File: src/rtl/truth_table_sweeper.sv
// Steps an N-input vector through every combination, holds each row for SETTLE_CYCLES and packs Y into a truth table.
// Optional MINTERM_COUNT_EN adds ones_count, the number of rows where Y was 1.
module truth_table_sweeper #(
  parameter int unsigned N_INPUTS      = 4,
  parameter int unsigned SETTLE_CYCLES = 2
) (
  input  logic                     clk,
  input  logic                     reset,
  input  logic                     start,
  input  logic                     y_in,
  output logic [N_INPUTS-1:0]      vec_out,
  output logic                     busy,
  output logic                     done,
  output logic [2**N_INPUTS-1:0]   table_out
`ifdef MINTERM_COUNT_EN
  ,
  output logic [N_INPUTS:0]        ones_count
`endif
);

  localparam int unsigned CNT_W = $clog2(SETTLE_CYCLES + 1);
  localparam logic [CNT_W-1:0] CNT_RELOAD = CNT_W'(SETTLE_CYCLES - 1);
  localparam logic [N_INPUTS-1:0] LAST_ROW = '1;

  typedef enum logic [1:0] {
    IDLE   = 2'd0,
    SETTLE = 2'd1,
    DONE   = 2'd2
  } stateT;

  stateT            state;
  logic [CNT_W-1:0] settleCnt;

  // Single registered FSM: every output is a flop, so y_in never reaches a port combinationally.
  always_ff @(posedge clk) begin
    if (reset) begin
      state     <= IDLE;
      settleCnt <= '0;
      vec_out   <= '0;
      busy      <= 1'b0;
      done      <= 1'b0;
      table_out <= '0;
`ifdef MINTERM_COUNT_EN
      ones_count <= '0;
`endif
    end else begin
      case (state)
        IDLE: begin
          if (start) begin
            state     <= SETTLE;
            vec_out   <= '0;
            settleCnt <= CNT_RELOAD;
            table_out <= '0;
            busy      <= 1'b1;
`ifdef MINTERM_COUNT_EN
            ones_count <= '0;
`endif
          end
        end
        SETTLE: begin
          if (settleCnt != '0) begin
            settleCnt <= settleCnt - CNT_W'(1);
          end else begin
            table_out[vec_out] <= y_in;
`ifdef MINTERM_COUNT_EN
            ones_count <= ones_count + (N_INPUTS + 1)'(y_in);
`endif
            // Last row stops here so vec_out never wraps past all-ones.
            if (vec_out == LAST_ROW) begin
              state <= DONE;
              busy  <= 1'b0;
              done  <= 1'b1;
            end else begin
              vec_out   <= vec_out + N_INPUTS'(1);
              settleCnt <= CNT_RELOAD;
            end
          end
        end
        DONE: begin
          done  <= 1'b0;
          state <= IDLE;
        end
        default: begin
          state <= IDLE;
          busy  <= 1'b0;
          done  <= 1'b0;
        end
      endcase
    end
  end

endmodule
File: config.mk
export PLATFORM = sky130hd
export DESIGN_NAME = truth_table_sweeper
export DESIGN_NICKNAME = d
export VERILOG_FILES = /design/src/rtl/truth_table_sweeper.sv
export SDC_FILE = /design/constraint.sdc
export NUM_CORES = 1
export LEC_CHECK = 0
export BUFFER_PORTS_ARGS = -buffer_cell sky130_fd_sc_hd__buf_2
export CORE_MARGIN = 2
export CORE_UTILIZATION = 54
export CTS_CLUSTER_DIAMETER = 100
export DETAILED_ROUTE_END_ITERATION = 10
export PLACE_DENSITY = 0.84
export SLEW_MARGIN = 5
export SYNTH_ARGS = -nofsm -noshare
export SYNTH_HDL_FRONTEND = slang
export SYNTH_SLANG_ARGS = --single-unit
File: constraint.sdc
create_clock -name clk -period 1.7 [get_ports clk]
set_input_delay 0.085 -clock clk [delete_from_list [all_inputs] [get_ports clk]]
set_output_delay 0.085 -clock clk [all_outputs]
set_load 0.02 [all_outputs]
Word level (Yosys, flattened, before mapping). Index checks and enable logic that the tools add are counted.

Add/sub/neg operators: 2. Bitwise logic cells: 2. Muxes and demuxes: 24. Magnitude comparators: 2. Equality and inequality tests: 8. Reduce and logical (&&, ||, !) cells: 10.

Operators by type and width (count): 16-bit two-way mux (2); 16-bit case mux with 2 select lines (1); 16-bit bitwise mux (1); 4-bit two-way mux (3); 3-bit AND reduction (4); 2-bit two-way mux (5); 2-bit inequality test (second input constant) (4); 2-bit case mux with 2 select lines (2); 4-bit case mux with 2 select lines (1); 4-bit AND reduction (2); 1-bit two-way mux (6); 4-bit by 5-bit < comparator with 1-bit output (second input constant) (1); 4-bit by 1-bit adder with 4-bit output (second input constant) (1); 1-bit demux with 4-bit select (1); 4-bit equality test (second input constant) (1); 4-bit by 1-bit greater-or-equal comparator with 1-bit output (second input constant) (1); 2-bit nonzero test (2); 3-bit inequality test (second input constant) (1); 1-bit case mux with 3 select lines (1); 2-bit by 1-bit equality test with 1-bit output (second input constant) (1); 2-bit equality test (second input constant) (1); 2-bit zero test (1); 1-bit NOT (2); 1-bit case mux with 2 select lines (1); 2 further kinds (2).

Input port bits: 4. Bits in registers: 26. Output and inout bits: 22. Logic and storage cells: 54.

Logic depth before layout (Yosys ltp). Gate-level depths: netlist of the first run.

Depth in word-level cells: 7. Gate-level depth with buffers: 5. Mapped depth without buffers: 5.

Least setup slack after synthesis of the first run. OpenSTA, ideal clock, no wires.

Kind: register to register. From: reg state[1]. To: reg vec_out[3]. Data required time: 1.563 ns. Clock period less this slack: 1.552 ns. Cell stages (with the launch flop): 6. Setup time: 0.137 ns. Path buffers: 2. Data arrival time: 1.415 ns. Setup slack: 0.148 ns. Cells stage by stage: dfxtp_1 -> buf_6 -> or4b_4 -> buf_2 -> a2bb2oi_1 -> a221oi_2.

Longest elaborated chain between the ends: 3. Elaborated cells between the ends (all ways): 8. Those cells by class: 4 x eq/ne; 1 x mux; 3 x reduce/logical.

Ends and longest elaborated chain: from (decl) (RTL line 31) `stateT state;`; from (signal assigned) (RTL line 37) `state <= IDLE;`; from (signal assigned) (RTL line 50) `state <= SETTLE;`; from (signal assigned) (RTL line 70) `state <= DONE;`; 2-bit by 1-bit equality test with 1-bit output / 2-bit zero test (equally long branches) (RTL line 47) `case (state)`; 2-bit inequality test (no line) / 2-bit nonzero test (equally long branches); 4-bit AND reduction (no line); to (signal assigned) (RTL line 74) `vec_out <= vec_out + N_INPUTS'(1);`; to (decl) (RTL line 11) `output logic [N_INPUTS-1:0] vec_out,`.

Parallel ways exist; a longest one is shown, timed or not. A chain may end at the register's enable or synchronous reset.

Worst setup path after layout of the first run. Same ends and word-level chain as after synthesis.

==> summary.txt, run 1 <==
Drt
  • Vias per cell: approximately 6
  • Routed WL per cell: approximately 15 µm
  • DR DRC count: 0
  • First drt pass iteration count: 4
  • Via count: 1266
  • Routed Antenna Nets: 0
  • Initial DRC count: 36
  • Final WL: roughly 3100 µm

Outcome
  • Run status: complete, no violations

Global routing
  • Grt ovf: 0
  • Initial antenna violation count: 0
  • GRT Util Overall: between 20% and 30%
  • Largest net degree at the start of global routing: 35
  • First-pass GRT wire length: a little over 5000 µm
  • Vias in the first global route: about 1100

Placement
  • Placement Cell Area: ~1600 µm²
  • # port buffers: 25
  • GP Congestion: between 0.8 and 0.9
  • HPWL Detailed: approximately 2200 µm

Worst setup path
  • Setup CP Type: flip-flop to flip-flop
  • CP delay by family, top: compound AO/OA/AOI/OAI gates
  • Req. time, crit path: 1950 ps
  • Worst Path Max Fanout: 8
  • Critical path's largest stage delay: 600 ps
  • Critical path cell sequence: or4b_4 -> a2111o_1 -> a221oi_2
  • Worst r2r src: state[1]
  • CP startpoint: state[1]
  • CP endpoint kind: flip-flop
  • CP startpoint kind: flip-flop
  • Slowest library cell on the worst path: or4b_4
  • CP Buf/Inv Count: 0
  • Worst EP arrival: approximately 1900 ps

Timing
  • Fin Setup TNS: 0 ps
  • Slew headroom: a little over 60%
  • Setup Skew: 10.0 ps
  • Slew @ Worst Pin: 565 ps
  • Final hold viol count: 0
  • Fmax: around 610 MHz
  • RSZ-0062 raised after global routing: false
  • Final setup fails: 0
  • Tmin final: roughly 1600 ps
  • Final count of pins violating max slew: 0
  • Final period util: 96.7%

Die
  • Initial Util: 56.1%
  • Core ar.: 2450 µm²
  • Io pins: 26
  • Die H: between 50 and 60 µm
  • DIE AREA: a little under 3000 µm²
  • Num rows: 18
  • Horiz. Die Dim: about 55 µm

Finish
  • # diodes: 0
  • Nets: between 150 and 200
  • Layout cells sized above 1: between 20% and 30%
  • Final Cell Area: 1610 µm²
  • FILL cells: approximately 220
  • Layout area overhead: 17.0%

Min path
  • Worst min-delay path startpoint: start
  • Min-Delay Path Class: input port to flip-flop

Yosys
  • Synth Area per Inst: slightly below 9 µm²
  • Ranking of synthesized cells by area: dfxtp_1 (38%), o32ai_1 (9.5%), a22oi_1 (8.7%)
  • Top post-synthesis cells by count: dfxtp_1 (26), inv_1 (20), a22oi_1 (16)
  • Synth cell types: 35
  • Ys flop type: dfxtp_1
  • Syn Nets: roughly 160
  • Ys async rst share: 0%
  • Yosys warning total: 0
  • Most common cell in the netlist: dfxtp_1
  • Biggest area consumer among synthesized cells: dfxtp_1
  • Register bit total from synthesis: 26
  • Post-synthesis sequential area ratio: between 30% and 40%
  • Post-synth EDFFs: 0
  • Mapped Cells: 154
  • Cell Area, Synth: 1380 µm²
  • Synth top area share: between 30 and 40%

Power and ir drop
  • Combinational power share: approximately 17%
  • Switching Fraction: 26.5%
  • Leak: about 0.00061 µW
  • Sequential power share: 55.8%
  • Clock power frac: roughly 27%
  • Max VDD drop: between 0.0004 and 0.0005 V
  • Int Pwr: about 830 µW
  • NetSw: roughly 300 µW
  • Cell Pwr Density: 704 nW/µm²

CTS
  • CTS Hold Buffers Added: 0
  • Resize count post-CTS: 0
  • Number of setup buffers added after CTS: 0
  • Root Driver: clkbuf_4
  • CTS HTree Levels: 1
  • Clk_lat worst skew: between 300 and 400 ps
  • Num CTS Buffers: 3
  • Clock sinks: 26
  • Clock Path Buffers: 2
  • CTS tree: done
  • Clk slew on worst S/H paths: ~140 ps

Flow run
  • Max-cap violations: 0
## per-stage QoR
| stage | hold WS [ps] | setup WS, ps | power, µW | util [%] | std cells |
|---|---|---|---|---|---|
| final | 109 | 55.8 | 1130 | 65.6 | 211 |
| after global routing | 146 | 1.34 | 1190 | 65.6 | 211 |
| after CTS | 99.6 | 20.0 | 1150 | 65.4 | 211 |
| after detailed placement | 455 | 54.5 | 834 | 63.9 | 207 |
| after global placement | 434 | 115 | 829 | 63.9 | 207 |
| after floorplan | 273 | 148 | 777 | - | 154 |
## placed cells by master, fill, tap and decap left out, drive strengths merged, types with 2 or more instances in the layout
cell / Yosys / final
nand3b: 9 / 9
clkbuf: 11 / 4
o41ai: 2 / 2
nor3: 2 / 2
a22oi: 16 / 16
o22ai: 2 / 2
nand2b: 3 / 3
or3: 4 / 4
o31ai: 2 / 2
nor2: 3 / 3
inv: 20 / 20
o32ai: 15 / 15
buf: 3 / 37
or3b: 7 / 7
a21oi: 2 / 2
nand3: 9 / 9
ha: 4 / 4
dfxtp: 26 / 26
## routing by layer
metal	wire, µm	vias to the layer above	track usage, %
li1	-	637	-
met5	0	-	0
met4	46	0	9.17
met1	1420	587	31.0
met3	127	5	3.01
met2	1520	37	38.6
## final timing paths
| check | slack (ps) | cells past startpoint | endpoint |
|---|---|---|---|
| worst max register to register | 60 | 3 | vec_out[3] |
| worst max-delay path | 60 | 3 | vec_out[3] |
| worst min-delay path | 110 | 3 | state[0] |
| worst min register to register | 480 | 2 | table_out[12] |
## layout make-up
class | count | area [µm²] | area share [%]
flip-flops and latches | 26 | 522 | 32.4
well taps | 30 | 37.5 | 2.33
repair buffers | 37 | 215 | 13.4
clock buffers | 4 | 36.3 | 2.25
inverters | 20 | 75.1 | 4.66
multi-input cells | 94 | 726 | 45.0
## kinds of logic after synthesis
logic type      Yosys count  synth area share (%)
simple gates             43                  20.9
flops                    26                  37.8
fa+ha+maj                 4                  3.63
buf+inv                  34                  9.90
compound gates           47                  27.8
## power by group through the flow
stage               Clock [µW]  Combinational (µW)  Sequential, µW
finish                     310                 192             633
global route               344                 212             635
CTS                        325                 189             632
detailed placement           0                 188             646
global placement             0                 185             644
floorplan                    0                 125             652
## tightest hold or removal path: cells and delay by family
family	cells	cell delay, ps
AO/OA/AOI/OAI	1	90
AND/OR/NAND/NOR	1	120
buffers and inverters	1	100
## sequential cells by signal, summed over array words and instances (netlist names)
| name | cells |
|---|---|
| done | 1 |
| vec_out | 4 |
| settleCnt | 2 |
| busy | 1 |
| state | 2 |
| table_out | 16 |
Power figures use the tool's default switching activity.
==> inputs of run 2 (changes only) <==
--- a/config.mk
+++ b/config.mk
@@ -6,11 +6,13 @@
 export NUM_CORES = 1
 export LEC_CHECK = 0
 export BUFFER_PORTS_ARGS = -buffer_cell sky130_fd_sc_hd__buf_2
+export CAP_MARGIN = 20
 export CORE_MARGIN = 2
 export CORE_UTILIZATION = 54
 export CTS_CLUSTER_DIAMETER = 100
 export DETAILED_ROUTE_END_ITERATION = 10
 export PLACE_DENSITY = 0.84
+export SETUP_SLACK_MARGIN = 0.4
 export SLEW_MARGIN = 5
 export SYNTH_ARGS = -nofsm -noshare
 export SYNTH_HDL_FRONTEND = slang
==> summary.txt, run 2 (synthesis results as in run 1) <==
Outcome
  • Run status: complete, no violations

Global routing
  • Vias in the first global route: about 1200
  • Grt ovf: 0
  • GRT Util Overall: between 20 and 30%
  • First-pass GRT wire length: 5640 µm
  • Largest net degree at the start of global routing: 35
  • Initial antenna violation count: 0

Drt
  • First drt pass iteration count: 4
  • Routed WL per cell: about 19 µm
  • Routed Antenna Nets: 0
  • DR DRC count: 0
  • Via count: 1375
  • Vias per cell: about 6.5
  • Final WL: a little under 4000 µm
  • Initial DRC count: 47

Finish
  • Max reg flops: 16
  • Most frequent cells in the layout: buf_2 (25), dfxtp_1 (21), inv_1 (18)
  • Layout area overhead: 28.9%
  • Biggest register: table_out
  • Commonest non-fill, non-tap cell in the layout: buf_2
  • Final Cell Area: 1780 µm²
  • Layout cells sized above 1: 40.3%
  • Largest regs: table_out: 16 flops, vec_out: 4 flops
  • FILL cells: about 180
  • # diodes: 0
  • Nets: 190

CTS
  • CTS tree: done
  • Clock sinks: 26
  • Root Driver: clkbuf_4
  • Num CTS Buffers: 3
  • CTS HTree Levels: 1
  • CTS Hold Buffers Added: 0
  • Clock Path Buffers: 2
  • Clk slew on worst S/H paths: between 150 and 200 ps
  • Clk_lat worst skew: about 350 ps

Power and ir drop
  • NetSw: 359 µW
  • Switching Fraction: between 20% and 30%
  • Leak: 0.000632 µW
  • Cell Pwr Density: about 750 nW/µm²
  • Max VDD drop: just under 0.0006 V
  • Clock power frac: approximately a third
  • Int Pwr: about 970 µW
  • Combinational power share: around a fifth
  • Sequential power share: between 40% and 50%

Die
  • Core ar.: ~2500 µm²
  • Io pins: 26
  • Die H: between 50 and 60 µm
  • Num rows: 18
  • DIE AREA: roughly 3000 µm²
  • Initial Util: 56.1%
  • Horiz. Die Dim: between 50 and 60 µm

Worst setup path
  • Worst EP arrival: ~1800 ps
  • CP endpoint kind: flip-flop
  • Req. time, crit path: 1910 ps
  • Slowest library cell on the worst path: o41ai_1
  • Worst Path Max Fanout: 10
  • Critical path's largest stage delay: 600 ps
  • Critical path cell sequence: inv_1 -> o41ai_1 -> a221oi_2
  • Setup CP Type: flip-flop to flip-flop
  • CP startpoint kind: flip-flop

Timing
  • Fmax: approximately 620 MHz
  • Final period util: a little over nine tenths
  • Setup Skew: roughly 15 ps
  • Final hold viol count: 0
  • Slew @ Worst Pin: approximately 550 ps
  • RSZ-0062 raised after global routing: true
  • Tmin final: 1620 ps
  • Final Worst Setup Slack: around 85 ps
  • Slew headroom: between 60% and 70%
  • Final count of pins violating max slew: 0
  • Fin Setup TNS: 0 ps
  • Final setup fails: 0

Placement
  • Placement Cell Area: between 1500 and 2000 µm²
  • HPWL Detailed: roughly 2300 µm
  • Dpl ws: roughly 130 ps
  • # port buffers: 25
  • GP Congestion: ~0.92

Min path
  • Min-Delay Path Class: input port to flip-flop

Flow run
  • Max-cap violations: 0
==> run 2: final timing paths <==
| path | startpoint | to | slack [ps] | cells past startpoint |
|---|---|---|---|---|
| setup reg to reg | vec_out[3] | vec_out[3] | 80 | 3 |
| setup / recovery | vec_out[3] | vec_out[3] | 80 | 3 |
| hold reg to reg | table_out[9] | table_out[9] | 480 | 2 |
| hold / removal | start | state[0] | 70 | 3 |
==> run 2: routing by layer <==
layer / GRT usage [%] / part of all wire (%) / up-vias
li1: - / - / 636
met1: 33.6 / 39 / 655
met2: 45.6 / 51 / 67
met3: 3.01 / 6.4 / 17
met4: 12.5 / 3.7 / 0
met5: 0 / 0 / -
==> run 2: repair_timing <==
action	CTS	global route
endpoints found under the setup margin	25	25
pin swaps	0	1
gates resized for setup	17	11
cloned	0	0
buffers inserted	2	0
==> run 2: through the flow <==
step                      instances  utilization (%)  hold WS [ps]  total power [µW]
final                           211             72.3          71.8              1330
after global routing            211             72.3           111              1360
after CTS                       211             70.2          96.6              1290
after detailed placement        205             64.1           448               839
after global placement          205             64.1           433               831
after floorplan                 154                -           273               785
==> run 2: power groups by stage <==
stage | logic (µW) | clock network [µW] | registers [µW]
global route | 265 | 457 | 639
detailed placement | 192 | 0 | 647
CTS | 223 | 432 | 634
finish | 251 | 443 | 637
global placement | 186 | 0 | 645
floorplan | 132 | 0 | 653
==> run 2: layout make-up <==
class / instances / area [µm²] / area share (%)
Multi-Input combinational cell: 94 / 853 / 48.1
Sequential cell: 26 / 529 / 29.8
Timing Repair Buffer: 37 / 223 / 12.5
Inverter: 20 / 80.1 / 4.51
Tap cell: 30 / 37.5 / 2.11
Clock inverter: 1 / 30.0 / 1.69
Clock buffer: 3 / 22.5 / 1.27
==> run 2: critical path: cells and delay by family (launching register included) <==
kind,cells,cell delay [ps]
compound gates,2,740
buf+inv,1,200
flops,1,550
==> inputs of run 3 (changes only) <==
--- a/config.mk
+++ b/config.mk
@@ -11,7 +11,7 @@
 export CORE_UTILIZATION = 54
 export CTS_CLUSTER_DIAMETER = 100
 export DETAILED_ROUTE_END_ITERATION = 10
-export PLACE_DENSITY = 0.84
+export PLACE_DENSITY = 0.85
 export SETUP_SLACK_MARGIN = 0.4
 export SLEW_MARGIN = 5
 export SYNTH_ARGS = -nofsm -noshare
==> summary.txt, run 3 (synthesis results as in run 1) <==
Power and ir drop
  • Max VDD drop: 0.000553 V
  • Cell Pwr Density: approximately 740 nW/µm²
  • Leak: around 0.00063 µW
  • Pwr Total: between 1000 and 1500 µW

CTS
  • CTS Hold Buffers Added: 0
  • Root Driver: clkbuf_4
  • Clock sinks: 26
  • Clk_lat worst skew: between 300 and 400 ps
  • Clk slew on worst S/H paths: about 150 ps
  • Num CTS Buffers: 3
  • CTS HTree Levels: 1
  • CTS tree: done
  • Clock Path Buffers: 2

Worst setup path
  • Slowest library cell on the worst path: or4b_4
  • CP endpoint: vec_out[3]
  • Setup CP Type: flip-flop to flip-flop
  • Critical path cell sequence: or4b_4 -> a2111o_1 -> a221oi_2
  • Worst EP arrival: between 1500 and 2000 ps
  • Critical path depth in cells: 3
  • Critical path's largest stage delay: approximately 560 ps
  • Worst Path Max Fanout: 3
  • FF-to-FF path depth: 3
  • CP endpoint kind: flip-flop
  • Reg-to-reg critical path endpoint: vec_out[3]
  • CP delay by family, top: compound AO/OA/AOI/OAI gates
  • Flop-to-flop setup slack: roughly 130 ps
  • Req. time, crit path: between 1500 and 2000 ps
  • CP Buf/Inv Count: 0
  • CP startpoint: settleCnt[1]
  • Worst r2r src: settleCnt[1]
  • CP startpoint kind: flip-flop

Global routing
  • Initial antenna violation count: 0
  • First-pass GRT wire length: around 5500 µm
  • Global-route met2 utilization: 44.0%
  • Largest net degree at the start of global routing: 35
  • GRT Util Overall: approximately a quarter
  • M1 GR Usage: around 34%
  • Met3 usage: about 3.6%
  • GRT busiest layer: met2
  • Vias in the first global route: 1125
  • Grt ovf: 0

Timing
  • Slew headroom: between 60% and 70%
  • Fmax: about 640 MHz
  • Final period util: 92.3%
  • Tmin final: ~1600 ps
  • Hold WS: roughly 120 ps
  • Fin Setup TNS: 0 ps
  • Final count of pins violating max slew: 0
  • Setup Skew: 13.4 ps
  • Slew @ Worst Pin: 573 ps
  • RSZ-0062 raised after global routing: true
  • Final hold viol count: 0
  • Final setup fails: 0

Die
  • Die H: 54.5 µm
  • Core ar.: 2450 µm²
  • DIE AREA: between 2000 and 3000 µm²
  • Initial Util: between 50% and 60%
  • Num rows: 18
  • Io pins: 26
  • Horiz. Die Dim: about 55 µm

Drt
  • Routed WL per cell: about 17 µm
  • Vias per cell: a little over 6
  • DR DRC count: 0
  • Final WL: around 3500 µm
  • Routed Antenna Nets: 0
  • First drt pass iteration count: 4
  • Initial DRC count: 37
  • Via count: 1280

Finish
  • FILL cells: 187
  • Max reg flops: 16
  • Layout area overhead: 28.4%
  • Layout cells sized above 1: about 40%
  • Biggest register: table_out
  • # diodes: 0
  • Largest regs: table_out: 16 flops, vec_out: 4 flops
  • Most frequent cells in the layout: buf_2 (26), dfxtp_1 (21), inv_1 (18)
  • Commonest non-fill, non-tap cell in the layout: buf_2
  • Final Cell Area: 1770 µm²
  • Core Util, Final: slightly above 70%
  • Nets: 190

Placement
  • # port buffers: 25
  • Placement Cell Area: 1550 µm²
  • GP Congestion: ~0.84
  • HPWL Detailed: 2170 µm

Outcome
  • Run status: complete, no violations

Min path
  • Worst min-delay path startpoint: start
  • Min-Delay Path Class: input port to flip-flop

Flow run
  • Max-cap violations: 0
## run 3: cell counts in the layout (fill, tap and decap cells not counted)
Identical to the previous run, type by type.
## run 3: layout make-up
type | instances | area [µm²] | share of cell area, %
timing repair buffer | 37 | 220 | 12.4
clock inverter | 1 | 30.0 | 1.70
inverter | 20 | 85.1 | 4.81
multi-input combinational | 94 | 840 | 47.5
tap | 30 | 37.5 | 2.12
clock buffer | 3 | 22.5 | 1.27
sequential | 26 | 534 | 30.2
## run 3: metrics by stage
| step | instances | setup slack, ps |
|---|---|---|
| 2_1_floorplan | 154 | 160 |
| 3_3_place_gp | 202 | 132 |
| 3_5_place_dp | 202 | 95.3 |
| 4_1_cts | 208 | 130 |
| 5_1_grt | 211 | 73.2 |
| 6_report | 211 | 131 |
## run 3: worst min path at each step
stage	to	slack, ps	depth (start not counted)
after floorplan	settleCnt[0]	270	2
after global placement	state[0]	420	3
after detailed placement	table_out[15]	460	2
after CTS	state[0]	110	3
after global routing	state[0]	160	3
final	state[0]	120	3
## run 3: repair_timing
item                                    CTS  global route
resized for setup                        16            13
cloned                                    1             0
setup buffers                             1             3
pin swaps                                 1             1
endpoints found under the setup margin   25            25
## run 3: power breakdown
part | switching [µW] | internal (µW)
Combinational | 132 | 101
Sequential | 17.5 | 621
Clock | 193 | 238
## run 3: worst register-to-register path, delay by kind of cell, from the launching register on
family / cells / cell delay, ps
compound gates: 2 / 600
flops: 1 / 350
simple gates: 1 / 560
## run 3: routing by layer
metal | up-vias | part of all wire, %
li1 | 639 | -
met1 | 590 | 43
met2 | 45 | 50
met3 | 6 | 5.1
met4 | 0 | 1.2
met5 | - | 0
